## config.mk

```make
export PLATFORM = sky130hd
export DESIGN_NAME = relu_sched
export DESIGN_NICKNAME = d
export VERILOG_FILES = /design/src/rtl/relu_sched_pkg.sv /design/src/rtl/relu_rr_arb.sv /design/src/rtl/relu_sched.sv
export SDC_FILE = /design/constraint.sdc
export NUM_CORES = 1
export LEC_CHECK = 0
export CAP_MARGIN = 20
export CORE_UTILIZATION = 25
export DETAILED_ROUTE_END_ITERATION = 10
export GPL_TIMING_DRIVEN = 0
export PLACE_DENSITY_LB_ADDON = 0.05
export SKIP_LAST_GASP = 1
export SLEW_MARGIN = 20
export SYNTH_ARGS = -nofsm -noshare
export SYNTH_HDL_FRONTEND = slang
export SYNTH_HIERARCHICAL = 1
export SYNTH_SLANG_ARGS = --single-unit
```

## constraint.sdc

```tcl
create_clock -name CLK -period 1.95 [get_ports CLK]
set_input_delay 0.39 -clock CLK [delete_from_list [all_inputs] [get_ports CLK]]
set_output_delay 0.39 -clock CLK [all_outputs]
set_load 0.05 [all_outputs]
```

## src/rtl/relu_sched_pkg.sv

```systemverilog
`default_nettype none
// ============================================================================
// Module   : relu_sched_pkg
// Purpose  : Shared types and constants for the ReLU scheduler slice.
//            - RELU_LAT    : pipeline depth of the shared activation unit
//            - relu_state_e: scheduler FSM states
//            - relu_sb_t   : sideband carried alongside each in-flight word
// Build    : RELU_SCHED_BYPASS_EN adds the per-word bypass bit to the sideband.
// Revision : 1.0 - initial release
// ============================================================================
package relu_sched_pkg;

    // Cycles from X/X_VLD capture to Y/Y_VLD in the activation unit.
    localparam int RELU_LAT = 2;

    // The sideband channel field is sized for the largest supported NUM_CH;
    // the top truncates it to CH_W on the way out.
    localparam int SB_CH_W = 8;

    typedef enum logic [0:0] {
        ST_IDLE  = 1'b0,
        ST_GRANT = 1'b1
    } relu_state_e;

    typedef struct packed {
        logic [SB_CH_W-1:0] ch;
        logic               last;
`ifdef RELU_SCHED_BYPASS_EN
        logic               byp;
`endif
        logic               vld;
    } relu_sb_t;

endpackage : relu_sched_pkg
`default_nettype wire

```

## src/rtl/relu_rr_arb.sv

```systemverilog
`default_nettype none
// ============================================================================
// Module   : relu_rr_arb
// Purpose  : Combinational round-robin pick. Searches req_vld_i starting at
//            ptr_i+1 and wrapping, so the channel served last has the lowest
//            priority.
// Ports    : req_vld_i [NUM_CH]  request vector
//            ptr_i     [CH_W]    channel served last
//            idx_o     [CH_W]    selected channel (0 when none found)
//            found_o             at least one request present
// Revision : 1.0 - initial release
// ============================================================================
module relu_rr_arb #(
    parameter int NUM_CH = 4,
    parameter int CH_W   = $clog2(NUM_CH)
) (
    input  logic [NUM_CH-1:0] req_vld_i,
    input  logic [CH_W-1:0]   ptr_i,
    output logic [CH_W-1:0]   idx_o,
    output logic              found_o
);

    logic [CH_W-1:0] cand;

    always_comb begin
        found_o = 1'b0;
        idx_o   = '0;
        cand    = '0;
        for (int k = 1; k <= NUM_CH; k++) begin
            cand = CH_W'((int'(ptr_i) + k) % NUM_CH);
            if (!found_o && req_vld_i[cand]) begin
                found_o = 1'b1;
                idx_o   = cand;
            end
        end
    end

endmodule : relu_rr_arb
`default_nettype wire

```

## src/rtl/relu_sched.sv

```systemverilog
`default_nettype none
// ============================================================================
// Module   : relu_sched
// Purpose  : Round-robin scheduler sharing one ReLU activation unit among
//            NUM_CH channels. Grants one channel at a time in bursts of up to
//            BURST words, tracks {ch, last, byp} through the unit's pipeline
//            and re-tags the results onto a single valid/ready stream.
// Build    : RELU_SCHED_BYPASS_EN - adds REQ_BYP; bypass words return the
//            unit's PASSTHRU (raw X) instead of the rectified value.
// Ports    : CLK, RESET (sync, active-high)
//            REQ_DATA/REQ_VLD/REQ_LAST[/REQ_BYP] in, REQ_RDY out  - channels
//            RELU_EN/RELU_X/RELU_X_VLD out, RELU_Y/RELU_Y_VLD/RELU_PASSTHRU in
//            OUT_DATA/OUT_VLD/OUT_CH/OUT_LAST out, OUT_RDY in  - result stream
//            DRAINED out - idle with nothing in flight
// Revision : 1.0 - initial release
// ============================================================================
module relu_sched
    import relu_sched_pkg::*;
#(
    parameter int NUM_CH  = 4,
    parameter int INWIDTH = 16,
    parameter int BURST   = 8,
    localparam int CH_W   = $clog2(NUM_CH)
) (
    input  logic                        CLK,
    input  logic                        RESET,
    input  logic [NUM_CH*INWIDTH-1:0]   REQ_DATA,
    input  logic [NUM_CH-1:0]           REQ_VLD,
    input  logic [NUM_CH-1:0]           REQ_LAST,
`ifdef RELU_SCHED_BYPASS_EN
    input  logic [NUM_CH-1:0]           REQ_BYP,
`endif
    output logic [NUM_CH-1:0]           REQ_RDY,
    output logic                        RELU_EN,
    output logic [INWIDTH-1:0]          RELU_X,
    output logic                        RELU_X_VLD,
    input  logic [INWIDTH-1:0]          RELU_Y,
    input  logic                        RELU_Y_VLD,
    input  logic [INWIDTH-1:0]          RELU_PASSTHRU,
    output logic [INWIDTH-1:0]          OUT_DATA,
    output logic                        OUT_VLD,
    input  logic                        OUT_RDY,
    output logic [CH_W-1:0]             OUT_CH,
    output logic                        OUT_LAST,
    output logic                        DRAINED
);

    localparam int CNT_W = (BURST > 1) ? $clog2(BURST) : 1;

    relu_state_e        state_q;
    logic [CH_W-1:0]    ptr_q;
    logic [CH_W-1:0]    gnt_q;
    logic [CNT_W-1:0]   cnt_q;
    relu_sb_t           sb_q [RELU_LAT];
    relu_sb_t           sb_d;
    relu_sb_t           sb_out;

    logic [INWIDTH-1:0] req_word [NUM_CH];
    logic [CH_W-1:0]    arb_idx;
    logic               arb_found;
    logic               in_grant;
    logic               xfer;
    logic               burst_end;

    for (genvar i = 0; i < NUM_CH; i++) begin : g_unpack
        assign req_word[i] = REQ_DATA[i*INWIDTH +: INWIDTH];
    end

    relu_rr_arb #(
        .NUM_CH (NUM_CH),
        .CH_W   (CH_W)
    ) u_arb (
        .req_vld_i (REQ_VLD),
        .ptr_i     (ptr_q),
        .idx_o     (arb_idx),
        .found_o   (arb_found)
    );

    // A valid result that downstream refuses freezes the whole activation
    // pipeline, so the head word and its sideband stay put.
    assign RELU_EN    = !(RELU_Y_VLD && !OUT_RDY);
    assign in_grant   = (state_q == ST_GRANT);
    assign xfer       = in_grant && REQ_VLD[gnt_q] && RELU_EN;
    assign burst_end  = REQ_LAST[gnt_q] || (cnt_q == CNT_W'(BURST - 1));

    assign RELU_X     = in_grant ? req_word[gnt_q] : '0;
    assign RELU_X_VLD = xfer;

    always_comb begin
        REQ_RDY = '0;
        if (in_grant && RELU_EN) begin
            REQ_RDY[gnt_q] = 1'b1;
        end
    end

    always_ff @(posedge CLK) begin
        if (RESET) begin
            state_q <= ST_IDLE;
            ptr_q   <= CH_W'(NUM_CH - 1);
            gnt_q   <= '0;
            cnt_q   <= '0;
        end else begin
            case (state_q)
                ST_IDLE: begin
                    if (arb_found) begin
                        gnt_q   <= arb_idx;
                        cnt_q   <= '0;
                        state_q <= ST_GRANT;
                    end
                end
                ST_GRANT: begin
                    if (xfer) begin
                        if (burst_end) begin
                            ptr_q   <= gnt_q;
                            cnt_q   <= '0;
                            state_q <= ST_IDLE;
                        end else begin
                            cnt_q   <= cnt_q + 1'b1;
                        end
                    end
                end
                default: state_q <= ST_IDLE;
            endcase
        end
    end

    // Sideband entering the pipeline alongside X. Flags are qualified with
    // the transfer so idle slots carry clean zeros.
    always_comb begin
        sb_d      = '0;
        sb_d.ch   = SB_CH_W'(gnt_q);
        sb_d.last = REQ_LAST[gnt_q] && xfer;
`ifdef RELU_SCHED_BYPASS_EN
        sb_d.byp  = REQ_BYP[gnt_q] && xfer;
`endif
        sb_d.vld  = xfer;
    end

    // Advances exactly when the activation unit does, keeping alignment.
    always_ff @(posedge CLK) begin
        if (RESET) begin
            for (int i = 0; i < RELU_LAT; i++) begin
                sb_q[i] <= '0;
            end
        end else if (RELU_EN) begin
            sb_q[0] <= sb_d;
            for (int i = 1; i < RELU_LAT; i++) begin
                sb_q[i] <= sb_q[i-1];
            end
        end
    end

    assign sb_out   = sb_q[RELU_LAT-1];
    assign OUT_VLD  = RELU_Y_VLD;
    assign OUT_CH   = sb_out.ch[CH_W-1:0];
    assign OUT_LAST = sb_out.last;

`ifdef RELU_SCHED_BYPASS_EN
    assign OUT_DATA = sb_out.byp ? RELU_PASSTHRU : RELU_Y;
`else
    assign OUT_DATA = RELU_Y;
    logic unused_passthru;
    assign unused_passthru = ^RELU_PASSTHRU;
`endif

    logic unused_sb;
    assign unused_sb = ^{sb_out.ch, sb_out.vld};

    assign DRAINED  = !in_grant && !sb_q[0].vld && !RELU_Y_VLD;

endmodule : relu_sched
`default_nettype wire

```

==> results.md, run 1 <==
* Die width at 79.3 µm
* FF-to-FF Start: gnt_q[0]$_SDFFE_PP0P_
* Clock Sinks at 15
* Vias in the first global route at 1561
* Startpoint types: flop
* Layout Utilization at 54.7%
* Worst path arrival time at 1.67 ns
* Num CTS Buffers at 3
* Unique masters post-synth at 36
* VDD IR max at 0.000269 V
* Status: finished, violations left
* Avg WL per Cell at 14.7 µm
* 1st-iter DRT viols at 31
* HPWL after DPL at 4080 µm
* Die Span Y at 79.3 µm
* Largest family of logic cells by synthesized area: multiplexers
* Antenna viol nets, final at 0
* CTS tree: done
* Yosys top cell area share at 25.6%
* Worst slew pin tran at 0.503 ns
* Initial antenna violation count at 0
* Reg2reg path depth at 7
* Crit end category: output port
* CP required at 1.56 ns
* Global Route Usage Sum at 16.2%
* Number of synthesized flops with an enable pin at 7
* Synth Area in Compound Gates at 9.72%
* Period utilisation layout at 106%
* Setup WS post-layout at -0.109 ns
* Post-synthesis cell area at 1490 µm²
* Nets at 385
* Syn Nets at 252
* Busiest layer in global routing: met2
* Synth Flop Type: dfxtp_1
* PwrDens at 499 nW/µm²
* CP Cell Sequence: buf_8 > clkbuf_16 > mux4_2 > and2_4 > buf_6
* Met1 Track Usage GR at 18.3%
* CTS clk-pin slew, worst paths at 0.06 ns
* Largest net degree at the start of global routing at 11
* Worst skew pair latency at 0.24 ns
* Root buffer cell: clkbuf_8
* I/O Buffers at 118
* Largest cells by area after synthesis: mux4_2, edfxtp_1, dfxtp_1
* Most frequent cells in the layout: clkdlybuf4s50_1, buf_4, buf_6
* Yosys reg bits at 15
* Vias per cell at 4.62
* Final Max Tran Viols at 0
* Row count at 27
* Hold_ws at 0.482 ns
* DIE AREA at 6280 µm²
* Met2 usage at 31.4%
* Ys Warns at 6
* Worst min path class: reg2reg
* # setup viols final at 17
* Global-route wire length before repair at 7820 µm
* Crit path max-delay cell type: mux4_2
* Non-filler cells, final at 346
* Final hold violation count at 0
* Biggest area consumer among synthesized cells: mux4_2
* Initial Util at 26.5%
* Via count at 1597
* CP top delay family: multiplexers
* WHS Path Cells at 2
* Crit Path Max Fanout at 6
* Max Freq at 486 MHz
* RSZ-0062 raised after global routing: true
* Area of the core at 5640 µm²
* TNS Setup at -1.36 ns
* Area Overhead vs Synth at 107%
* Post-synthesis sequential area ratio at 24.8%
* CP bufs+invs at 3
* Area share of and/or/nand/nor cells after synthesis at 19.7%
* Layout cells sized above 1 at 42.3%
* Crit-path max cell delay at 0.49 ns
* Inst Count DP at 332
* R2R Setup Slk at 0.08 ns
* Failing checks: negative setup slack
* Tmin final at 2.06 ns
* Async set-reset flop share out of synthesis at 0%
* Synth Area in Adders at 1.68%
* Placed instance area at 2800 µm²
* Overall Power at 1.54 mW
* Reg-to-reg endpoint: cnt_q[0]$_SDFFE_PP0P_
* # DRC at 0
* WS Path Type: reg2out
* Io pins at 151
* Hold Crit Start: cnt_q[1]$_SDFFE_PP0P_
* Synth Area in XOR/XNOR at 0%
* M3 GR Usage at 3.56%
* GR Overflow Total at 0
* Syn Inst Count at 142
* Headroom to the max-slew limit at 66.4%
* Maxcap violations at 0
* Max Root-Sink Buffers at 2
* Design area at 3090 µm²
* Post-synthesis mux area share at 29.8%
* Ant. Diodes at 0
* Pre-CTS WS at -0.914 ns
* H-tree levels at 1
* 1st-pass router iterations at 4
* Pleak at 1.26 nW
* Commonest non-fill, non-tap cell in the layout: clkdlybuf4s50_1
* Synth Area per Inst at 10.5 µm²
* WHS Endpoint: cnt_q[1]$_SDFFE_PP0P_
* Overall routed net length at 5080 µm
* Routability cong. at 0.705
* Final Skew at 0.000900 ns
[cells in the mapped netlist (4+ instances only)]
library cell / instances
o21ai_0: 5
clkbuf_1: 5
nand2_1: 4
buf_4: 19
mux2i_1: 4
dfxtp_1: 8
inv_1: 4
edfxtp_1: 7
and3_1: 5
nor3_1: 4
nand3_1: 4
mux4_2: 17
and2_1: 16
nor2_1: 7
nand2b_1: 7
[what timing repair did]
| item | in CTS | in global routing |
|---|---|---|
| gates cloned | 0 | 1 |
| setup endpoints to repair | 24 | 21 |
| buffers inserted | 8 | 2 |
| gates resized for setup | 173 | 30 |
| pin swaps | 1 | 2 |
| hold buffers | 0 | 0 |
[tightest hold or removal path, cell delays in order, from the launching register on]
cell and delay [ns]:
dfxtp_1 0.31, nand3_1 0.06, o21ai_0 0.07
[where the power goes]
group	internal (mW)	switching (mW)	leakage [nW]
sequential	0.351	0.0155	0.147
combinational	0.482	0.445	1.09
clock	0.145	0.103	0.0228
total	0.977	0.564	1.26
[metal layers]
metal	up-vias	part of all wire (%)
met4	0	0.31
met3	4	7.6
met1	742	39
met5	-	0
li1	776	-
met2	75	53
[how the worst max path moves through the flow]
stage            endpoint  cells after the start  slack [ns]                  start
6_report       RELU_X[10]                      5       -0.11  gnt_q[0]$_SDFFE_PP0P_
5_1_grt        RELU_X[10]                      5       -0.18  gnt_q[0]$_SDFFE_PP0P_
4_1_cts        RELU_X[11]                      5       -0.12  gnt_q[0]$_SDFFE_PP0P_
3_5_place_dp   RELU_X_VLD                      5       -0.91             REQ_VLD[0]
3_3_place_gp   RELU_X_VLD                      5       -0.92             REQ_VLD[1]
2_1_floorplan  RELU_X[10]                      4        0.01  gnt_q[0]$_SDFFE_PP0P_
[area by class of cell]
cell class	instances	area, µm²
well taps	72	90.1
clock buffers	4	45.0
flip-flops and latches	15	373
plain buffers	28	238
multi-input cells	94	1010
inverters	4	15.0
repair buffers	129	1310
fillers	519	2550
[cells by family (layout without fill, tap and decap cells)]
family | count (synthesis) | count (layout)
flops | 15 | 15
mux | 23 | 23
fa+ha+maj | 2 | 2
buf+inv | 33 | 165
compound gates | 17 | 17
simple gates | 52 | 52
[state kept, by name (all words and copies together), names as in the netlist]
register and cells:
gnt_q 2, cnt_q 3, ptr_q 2, in_grant 1, sb_q 7
Note: power is estimated with default switching activity, not from simulation.
==> run 2, diff against run 1 <==
- SYNTH_HIERARCHICAL: 1 -> not set
==> run 2 against run 1 <==
  * The run still ends with negative setup slack left
  * Synthesized cell count fell by 4.2%
  * Wire length down 5.9%
  * Total power increased by 22%
==> results.md, run 2 <==
* Initial antenna violation count at 0
* Commonest non-fill, non-tap cell in the layout: clkdlybuf4s50_1
* Ys Warns at 0
* Largest cells by area after synthesis: mux4_2, edfxtp_1, dfxtp_1
* Largest net degree at the start of global routing at 11
* DIE AREA at 6020 µm²
* Worst path arrival time at 1.66 ns
* Pre-CTS WS at -0.686 ns
* Top-count cell post-synth: and2_1
* Final Max Tran Viols at 0
* Global Route Usage Sum at 15.5%
* CTS tree: done
* Hold Crit Start: cnt_q[2]$_SDFFE_PP0P_
* Layout cells sized above 1 at 40.2%
* Headroom to the max-slew limit at 65.9%
* I/O Buffers at 118
* Tmin final at 2.05 ns
* Pleak at 1.20 nW
* Failing checks: negative setup slack
* H-tree levels at 1
* CTS clk-pin slew, worst paths at 0.06 ns
* Num CTS Buffers at 3
* Status: finished, violations left
* Vias in the first global route at 1516
* Post-cts hold buffer count at 0
* Area of the core at 5510 µm²
* Max Freq at 487 MHz
* Hold_ws at 0.480 ns
* GR Overflow Total at 0
* Yosys top cell area share at 28.4%
* RSZ-0062 raised after global routing: true
* Most frequent cells in the layout: clkdlybuf4s50_1, buf_4, mux4_2, buf_6, and2_4
* Via count at 1490
* 1st-pass router iterations at 4
* Reg with most FFs: sb_q
* Design area at 2950 µm²
* Io pins at 151
* Synth Area per Inst at 10.5 µm²
* Die Span Y at 77.6 µm
* WHS Path Cells at 2
* Crit Path Max Fanout at 5
* Synth Flop Type: dfxtp_1
* Root buffer cell: clkbuf_8
* Area Overhead vs Synth at 107%
* Worst slew pin tran at 0.509 ns
* Syn Inst Count at 136
* # DRC at 0
* Row count at 27
* Routability cong. at 0.823
* Commonest cells in the netlist: and2_1, buf_4, mux4_2
* Maxcap violations at 0
* Reg2reg path depth at 7
* HPWL after DPL at 3950 µm
* WHS Endpoint: cnt_q[2]$_SDFFE_PP0P_
* Max Root-Sink Buffers at 2
* Initial Util at 25.9%
* Crit end category: output port
* Biggest area consumer among synthesized cells: mux4_2
* R2R Setup Slk at 0.17 ns
* # setup viols final at 17
* Clock Sinks at 15
* Nets at 375
* VDD IR max at 0.000308 V
* Global-route wire length before repair at 7240 µm
* Yosys reg bits at 15
* Number of synthesized flops with an enable pin at 7
* Setup WS post-layout at -0.104 ns
* Overall routed net length at 4780 µm
* Ant. Diodes at 0
* FILL cells at 485
* Startpoint types: flop
* PwrDens at 634 nW/µm²
* FF-to-FF Start: gnt_q[0]$_SDFFE_PP0P_
* Largest register FFs at 7
* Unique masters post-synth at 27
* 1st-iter DRT viols at 51
* Vias per cell at 4.43
* Worst skew pair latency at 0.24 ns
* Placed instance area at 2720 µm²
* Avg WL per Cell at 14.2 µm
* Antenna viol nets, final at 0
* Layout Utilization at 53.6%
* Die width at 77.6 µm
* Period utilisation layout at 105%
* CP required at 1.56 ns
* Post-synthesis cell area at 1430 µm²
* Syn Nets at 246
* Reg-to-reg endpoint: sb_q[0][1]$_SDFFCE_PN0P_
* Async set-reset flop share out of synthesis at 0%
* Final hold violation count at 0
* Post-synthesis sequential area ratio at 25.9%
* Biggest regs: sb_q (7), cnt_q (3)
* Final Skew at 0.000981 ns
* WS Path Type: reg2out
* Worst min path class: reg2reg
-- run 2: final cells by class --
type	count	area [µm²]	area share, %
Buffer	28	234	7.92
Timing Repair Buffer	124	1270	43.2
Inverter	4	15.0	0.508
Tap cell	72	90.1	3.05
Clock buffer	4	45.0	1.52
Sequential cell	15	372	12.6
Multi-Input combinational cell	89	923	31.3
-- run 2: worst max path at each step --
stage / start / end / slack (ns) / depth (start not counted)
after floorplan: OUT_RDY / REQ_RDY[2] / -0.18 / 3
after global placement: REQ_VLD[3] / RELU_X_VLD / -0.67 / 5
after detailed placement: gnt_q[1]$_SDFFE_PP0P_ / RELU_X[5] / -0.69 / 5
after CTS: gnt_q[0]$_SDFFE_PP0P_ / RELU_X[5] / -0.14 / 5
after global routing: gnt_q[0]$_SDFFE_PP0P_ / RELU_X[4] / -0.16 / 5
final: gnt_q[0]$_SDFFE_PP0P_ / RELU_X[3] / -0.10 / 5
-- run 2: report_power, final --
group          switching (mW)  internal [mW]  total [mW]  leakage (nW)
Combinational           0.611          0.636        1.25          1.03
Sequential             0.0188          0.359       0.378         0.147
Clock                   0.103          0.145       0.248        0.0228
-- run 2: timing repair --
action | in CTS | in global routing
pin swaps | 1 | 0
endpoints found under the setup margin | 24 | 23
buffers inserted | 5 | 0
resized for setup | 168 | 36
cloned | 0 | 1
-- run 2: routing by layer --
layer | share of wire [%] | GRT usage [%] | up-vias | routed length, µm
li1 | - | - | 735 | -
met1 | 39 | 17.5 | 669 | 1860
met2 | 53 | 28.9 | 80 | 2540
met3 | 6.6 | 3.88 | 6 | 315
met4 | 1.5 | 3.96 | 0 | 70
met5 | 0 | 0 | - | 0
-- run 2: stage by stage --
stage	setup TNS (ns)	total power, mW	instances
after floorplan	-0.661	1.07	136
after global placement	-14.55	1.46	326
after detailed placement	-14.83	1.46	326
after CTS	-1.77	1.80	335
after global routing	-2.46	1.96	336
final	-1.41	1.87	336
-- run 2: worst max-delay path, cell delays in order, from the launching register on --
cell and delay [ns]:
dfxtp_2 0.33, buf_8 0.13, clkbuf_16 0.15, mux4_2 0.49
and2_4 0.17, buf_6 0.14
-- run 2: cells by family (layout without fill, tap and decap cells) --
family,count (synthesis),in the layout,share of synthesized area [%]
flops,15,15,25.9
fa+ha+maj,2,2,1.75
simple gates,54,54,21.4
compound gates,10,10,4.73
buf+inv,32,160,14.4
mux,23,23,31.9
==> run 3, diff against run 2 <==
- clock period: 1.95 -> 1.7 ns (I/O delays scaled with it)
==> run 3 against run 2 <==
  * The run still ends with negative setup slack left
  * Combinational power increased by 25%
  * Worst hold slack improved by 0.0042 ns
  * Wire length increased by 4.2%
  * Clock-buffer cell count unchanged
  * Clock skew increased by 0.0024 ns
  * Sequential power increased by 17%
==> results.md, run 3 (synthesis gave the netlist of run 2 again) <==
* Area of the core at 5510 µm²
* CTS clk-pin slew, worst paths at 0.06 ns
* Worst skew pair latency at 0.25 ns
* CP Cell Sequence: buf_12 > buf_12 > mux4_2 > and2_4 > buf_8
* Final hold violation count at 0
* Crit end category: output port
* Startpoint types: flop
* Largest register FFs at 7
* Worst slew pin tran at 0.507 ns
* CP top delay family: multiplexers
* Status: finished, violations left
* FILL cells at 475
* Max Freq at 498 MHz
* Initial Util at 25.9%
* GR Overflow Total at 0
* Ant. Diodes at 0
* Row count at 27
* Post-cts hold buffer count at 0
* Worst path arrival time at 1.67 ns
* Reg2reg path depth at 6
* Crit Path Max Fanout at 6
* Failing checks: negative setup slack
* CP required at 1.36 ns
* Vias per cell at 4.50
* PwrDens at 729 nW/µm²
* Via count at 1533
* Global-route wire length before repair at 7380 µm
* WS Path Type: reg2out
* Num CTS Buffers at 3
* DIE AREA at 6020 µm²
* Layout cells sized above 1 at 42.8%
* Maxcap violations at 0
* WHS Path Cells at 2
* TNS Setup at -5.22 ns
* Hold_ws at 0.484 ns
* Critical path's most frequent cell: buf_12
* # setup viols final at 22
* VDD IR max at 0.000368 V
* Crit-path max cell delay at 0.49 ns
* Pre-CTS WS at -0.903 ns
* Vias in the first global route at 1471
* # DRC at 0
* Crit path max-delay cell type: mux4_2
* Tmin final at 2.01 ns
* Final Skew at 0.00342 ns
* Worst min path class: reg2reg
* I/O Buffers at 118
* Period utilisation layout at 118%
* Hold Crit Start: cnt_q[1]$_SDFFE_PP0P_
* Routability cong. at 0.774
* Layout Utilization at 57.1%
* Nets at 380
* Initial antenna violation count at 0
* Most frequent cells in the layout: clkdlybuf4s50_1, buf_4, mux4_2
* CTS tree: done
* Avg WL per Cell at 14.6 µm
* 1st-pass router iterations at 6
* Die Span Y at 77.6 µm
* H-tree levels at 1
* CP bufs+invs at 3
* RSZ-0062 raised after global routing: true
* Setup WS post-layout at -0.307 ns
* Commonest non-fill, non-tap cell in the layout: clkdlybuf4s50_1
* Clock Sinks at 15
* Biggest regs: sb_q (7), cnt_q (3)
* Max Root-Sink Buffers at 2
* Largest net degree at the start of global routing at 11
* Final Max Tran Viols at 0
* FF-to-FF Start: gnt_q[0]$_SDFFE_PP0P_
* Overall routed net length at 4980 µm
* Reg with most FFs: sb_q
* Die width at 77.6 µm
* 1st-iter DRT viols at 38
* Area Overhead vs Synth at 120%
* Antenna viol nets, final at 0
* Stages on the worst setup path at 5
* Root buffer cell: clkbuf_8
* Critical Path Start: gnt_q[0]$_SDFFE_PP0P_
* Io pins at 151
* Overall Power at 2.29 mW
* Pleak at 1.28 nW
* HPWL after DPL at 3950 µm
* Headroom to the max-slew limit at 66.1%
* Global Route Usage Sum at 16.3%
run 3: changes by cell type in the layout (fill, tap and decap cells not counted), moves of 3 or more:
cell / change
buf_6: -6
buf_8: +11
nor3_4: +3
nor3_2: -3
run 3: repair_timing:
action	4_1_cts	5_1_grt
gates resized for setup	202	26
cloned	1	0
endpoints found under the setup margin	26	32
pin swaps	4	13
setup buffers	12	2
run 3: per-layer routing:
metal	routed length, µm	GRT usage, %
met2	2780	30.2
met3	341	3.65
met1	1800	18.2
met5	0	0
met4	57	5.28
run 3: through the flow:
stage / cell area [µm²] / std cells
after floorplan: 1490 / 136
after global placement: 2760 / 326
after detailed placement: 2760 / 326
after CTS: 3100 / 343
after global routing: 3140 / 341
final: 3140 / 341
run 3: layout make-up:
type	instances	area (µm²)	share of cell area, %
Tap cell	72	90.1	2.87
Multi-Input combinational cell	89	970	30.9
Sequential cell	15	375	11.9
Clock buffer	4	45.0	1.43
Buffer	27	244	7.76
Timing Repair Buffer	130	1400	44.4
Inverter	4	22.5	0.717
run 3: path summary, 6_finish.rpt:
path	endpoint	slack [ns]
worst max-delay path	RELU_X[1]	-0.31
worst min-delay path	cnt_q[1]$_SDFFE_PP0P_	0.48
worst max register to register	sb_q[0][1]$_SDFFCE_PN0P_	-0.07
worst min register to register	cnt_q[1]$_SDFFE_PP0P_	0.48
run 3: report_power, final:
group / switching, mW / total [mW] / internal (mW) / leakage (nW)
combinational: 0.739 / 1.56 / 0.822 / 1.11
sequential: 0.0287 / 0.443 / 0.414 / 0.147
clock: 0.121 / 0.287 / 0.166 / 0.0228
run 3: worst reg2reg max path, cell delays in order (launching register included):
cell and delay, ns:
dfxtp_4 0.39, buf_4 0.15, mux4_2 0.54, nand3_4 0.10, buf_4 0.12, nor2_1 0.05, and2_1 0.17
